**config.mk**
```make
export PLATFORM = sky130hd
export DESIGN_NAME = initer_load_arbiter
export DESIGN_NICKNAME = d
export VERILOG_FILES = /design/src/rtl/initer_load_arbiter.sv
export SDC_FILE = /design/constraint.sdc
export NUM_CORES = 1
export LEC_CHECK = 0
export BUFFER_PORTS_ARGS = -buffer_cell sky130_fd_sc_hd__buf_2
export CAP_MARGIN = 40
export CORE_UTILIZATION = 48
export CTS_CLUSTER_SIZE = 28
export DETAILED_ROUTE_END_ITERATION = 8
export PLACE_DENSITY = 0.8
export SKIP_LAST_GASP = 1
export SLEW_MARGIN = 20
export SYNTH_ARGS = -nofsm -noshare
export SYNTH_HDL_FRONTEND = slang
export SYNTH_SLANG_ARGS = --single-unit
```
**constraint.sdc**
```tcl
create_clock -name clk -period 3.1 [get_ports clk]
set_input_delay 0.62 -clock clk [delete_from_list [all_inputs] [get_ports clk]]
set_output_delay 0.62 -clock clk [all_outputs]
set_load 0.03 [all_outputs]
```
**src/rtl/initer_load_arbiter.sv**
```systemverilog
// initer_load_arbiter
//   Round-robin arbiter sharing one Initer-style loadable register among NREQ
//   requesters. One load is accepted in IDLE. The winner's value is latched and
//   driven with en for one cycle (LOAD). The winner is then acked for one cycle
//   (ACK). Every output comes straight from a register.
//
//   Optional feature: define INITER_ARB_PRIO_EN to make requester 0 a fixed
//   highest-priority requester. Requesters 1..NREQ-1 then round-robin among
//   themselves, and a grant to requester 0 leaves rr_ptr unchanged.
//
// Ports
//   clk      clock, all logic on posedge
//   rst      synchronous active-high reset
//   req      per-requester load request
//   req_val  requester i's value in bits [i*size +: size]
//   val      value to the shared register (held in IDLE)
//   en       load enable to the shared register (LOAD cycle only)
//   ack      one-hot, one-cycle completion pulse (ACK cycle only)
//   gnt_idx  current/last granted requester
//   busy     high in LOAD and ACK
module initer_load_arbiter #(
   parameter int size  = 3,
   parameter int NREQ  = 4,
   parameter int IDX_W = 2
) (
   input  logic                 clk,
   input  logic                 rst,
   input  logic [NREQ-1:0]      req,
   input  logic [NREQ*size-1:0] req_val,
   output logic [size-1:0]      val,
   output logic                 en,
   output logic [NREQ-1:0]      ack,
   output logic [IDX_W-1:0]     gnt_idx,
   output logic                 busy
);

   typedef enum logic [1:0] {IDLE = 2'd0, LOAD = 2'd1, ACK = 2'd2} state_t;

   state_t           state, state_n;
   logic [IDX_W-1:0] rr_ptr, rr_n, gnt_n, win;
   logic [size-1:0]  val_n, win_val;
   logic [NREQ-1:0]  ack_n;
   logic             en_n, busy_n, found;

   // Winner search: rr_ptr, rr_ptr+1, ... wrapping mod NREQ. rr_ptr is always
   // < NREQ, so a single conditional subtract performs the wrap.
   always_comb begin
      logic [NREQ-1:0] cand_req;
      logic [IDX_W:0]  cand;
      found    = 1'b0;
      win      = '0;
      cand     = '0;
      cand_req = req;
`ifdef INITER_ARB_PRIO_EN
      if (req[0]) begin
         found = 1'b1;
         win   = '0;
      end
      cand_req[0] = 1'b0;
`endif
      for (int k = 0; k < NREQ; k++) begin
         cand = {1'b0, rr_ptr} + (IDX_W+1)'(k);
         if (cand >= (IDX_W+1)'(NREQ))
            cand = cand - (IDX_W+1)'(NREQ);
         if (!found && cand_req[cand[IDX_W-1:0]]) begin
            found = 1'b1;
            win   = cand[IDX_W-1:0];
         end
      end
   end

   // Value mux for the winner
   always_comb begin
      win_val = '0;
      for (int i = 0; i < NREQ; i++)
         if (win == IDX_W'(i))
            win_val = req_val[i*size +: size];
   end

   // Next state and next registered outputs
   always_comb begin
      state_n = state;
      val_n   = val;
      en_n    = 1'b0;
      ack_n   = '0;
      gnt_n   = gnt_idx;
      busy_n  = 1'b0;
      rr_n    = rr_ptr;
      case (state)
         IDLE: begin
            if (found) begin
               gnt_n   = win;
               val_n   = win_val;
               en_n    = 1'b1;
               busy_n  = 1'b1;
               state_n = LOAD;
            end
         end
         LOAD: begin
            busy_n  = 1'b1;
            state_n = ACK;
            for (int i = 0; i < NREQ; i++)
               ack_n[i] = (gnt_idx == IDX_W'(i));
         end
         ACK: begin
            state_n = IDLE;
`ifdef INITER_ARB_PRIO_EN
            // the fixed-priority requester does not advance the rotation
            if (gnt_idx != '0)
`endif
               rr_n = (gnt_idx == IDX_W'(NREQ-1)) ? '0 : gnt_idx + IDX_W'(1);
         end
         default: state_n = IDLE;
      endcase
   end

   always_ff @(posedge clk) begin
      if (rst) begin
         state   <= IDLE;
         val     <= '0;
         en      <= 1'b0;
         ack     <= '0;
         gnt_idx <= '0;
         busy    <= 1'b0;
         rr_ptr  <= '0;
      end else begin
         state   <= state_n;
         val     <= val_n;
         en      <= en_n;
         ack     <= ack_n;
         gnt_idx <= gnt_n;
         busy    <= busy_n;
         rr_ptr  <= rr_n;
      end
   end

endmodule

```
==> impl_results.md <==
- Avg Cell Area, Syn: 10.0 µm²
- Count of final setup violators: 0
- Final #Nets: 122
- Vias in the first global route: 528
- Max-Cap Viols: 0
- Hold_ws: 0.480 ns
- Largest net degree at the start of global routing: 12
- Max-slew headroom: 0.636
- Initial Util: 0.524
- Final wirelength: 1.39 mm
- Critical path's largest stage delay: 0.53 ns
- RSZ-0062 raised after global routing: false
- Iter 0 DRT Violations: 5
- Post-CTS Setup Bufs: 0
- Diode count: 0
- Number of antenna violations at the first check in global routing: 0
- DR WL/cell: 12.2 µm
- Synth area leaders: dfxtp_1 43%, mux2i_1 14%, ha_1 7.2%
- Kind of critical path: flop to flop
- Post-route insts no fill: 114
- DP Area: 841 µm²
- Cts repair resizes: 0
- Port bufs: 28
- CTS root buf: clkbuf_4
- Row Count: 13
- Die X: 39.9 µm
- Net Count, Synth: 91
- Worst path slowest cell: a311oi_4
- CP cell instances: mux2i_1, nor2_1, a311oi_4, mux2i_1, o221ai_1
- CP max FO: 7
- Worst VDD drop: 0.307 mV
- Crit path depth: 5
- Tot GR Track Use: 0.215
- Remaining DRCs: 0
- #FFs+latches synth: 15
- Hold Crit Class: flop to flop
- Share of layout cells above drive strength 1: 0.333
- Synth warn: 0
- Synthesized instance count: 69
- Dpl hpwl: 1.07 mm
- Family with the most delay on the worst path: compound AO/OA/AOI/OAI gates
- Pre-CTS setup slack: 1.05 ns
- Cell Pwr Density: 493 nW/µm²
- Vias: 582
- Clock tree buffer depth: 2
- Most area-hungry cell type in the Yosys netlist: dfxtp_1
- Hold-fix buffers at CTS: 0
- Final hold viol count: 0
- Setup WS post-layout: 1.25 ns
- Total core area: 1320 µm²
- Critical path data required time: 3.27 ns
- Leak: 0.000421 µW
- Overflow after GRT: 0
- Hold depth: 1
- CTS tree: built
- Critical Path Most Common Cell: mux2i_1
- RePlAce Congestion: 0.721
- Worst Path Arrival: 2.01 ns
- Worst path buffer plus inverter count: 0
- Worst R2R Path Depth: 5
- Period utilization: 0.597
- Min Tclk post-route: 1.85 ns
- CTS buffer count: 3
- First-pass detailed-route iteration total: 2
- Fin area: 868 µm²
- Area growth syn-to-layout: 25.7%
- Worst-case clock skew: 0.00422 ns
- Antenna-violating nets left: 0
- Clock sinks: 15
- CP startpoint kind: flop
- Setup_tns: 0 ns
- Synth Cell Area: 691 µm²
- Synth unique cells: 20
- Max-slew violations: 0
- Clk Latency, worst-skew pair: 0.29 ns
- I/O pins: 29
- Register area share after synthesis: 0.435
- Fmax: 0.541 GHz
- Reg clk slew, reported paths: 0.09 ns
- First-pass GRT wire length: 2.16 mm
- Status: complete, no violations
- Post-synth top area share: 0.435
- Via-to-Cell Ratio: 5.11
- H-Tree Level Count: 1
- Placed cells: 110
- Least-Margin Pin Slew: 0.545 ns
- Die Height: 39.9 µm
- Die area: 1590 µm²
- CP Capture Type: flop
stage by stage:
step                power [µW]   util
floorplan                  287      -
detailed placement         318  0.638
global placement           315  0.638
finish                     428  0.659
CTS                        429  0.659
global route               448  0.659
routing by layer:
| metal | track usage | vias up | wire (µm) |
|---|---|---|---|
| li1 | - | 304 | - |
| met1 | 0.230 | 259 | 635 |
| met2 | 0.347 | 14 | 644 |
| met3 | 0.0611 | 5 | 56 |
| met4 | 0.181 | 0 | 51 |
| met5 | 0 | - | 0 |
final cells by class:
cell class / count / area [µm²]
clock buffer: 3 / 22.5
clock inverter: 1 / 5.00
fill: 112 / 449
inverter: 5 / 18.8
multi-input combinational: 47 / 363
sequential: 15 / 300
tap: 15 / 18.8
timing repair buffer: 28 / 140
power breakdown:
| part | switching (µW) | internal (µW) |
|---|---|---|
| registers | 8.95 | 207 |
| logic | 58.6 | 38.4 |
| clock network | 66.8 | 48.1 |
sequential cells by signal, summed over array words and instances (netlist names):
register and cells:
rr_ptr 2, val 3, ack 4, busy 1
gnt_idx 2, state 2, en 1
Yosys cell counts:
master and count:
o2bb2a_1 1, o21ai_0 1, or3_1 2, clkbuf_1 1, nand2_1 3, nand3b_1 3
a311oi_4 1, dfxtp_1 15, nand2b_1 2, mux2i_1 10, nor3_1 1, nor4_1 1
o221ai_1 3, inv_1 5, buf_2 1, a21oi_1 4, ha_1 4, a211oi_1 1
and2_1 4, nor2_1 6
worst paths after layout:
path | slack, ns | start | end
worst max register to register | 1.25 | rr_ptr[1] | val[0]
worst max-delay path | 1.25 | rr_ptr[1] | val[0]
worst min-delay path | 0.48 | state[1] | busy
worst min register to register | 0.48 | state[1] | busy
placed cells by master (no fill, tap or decap), drive strengths merged:
cell and count:
buf 28, dfxtp 15, mux2i 10, nor2 6, inv 5, and2 4
a21oi 4, ha 4, nand2 3, nand3b 3, o221ai 3, clkbuf 3
or3 2, nand2b 2, nor3 1, o21ai 1, o2bb2a 1, nor4 1
a211oi 1, a311oi 1, clkinv 1
logic make-up after synthesis:
| family | after synthesis | share of synthesized area |
|---|---|---|
| adders and majority gates | 4 | 0.0725 |
| buffers and inverters | 7 | 0.0398 |
| and+or+nand+nor | 22 | 0.170 |
| muxes | 10 | 0.145 |
| DFF | 15 | 0.435 |
| AOI/OAI and AO/OA | 11 | 0.138 |
Power figures use the tool's default switching activity.
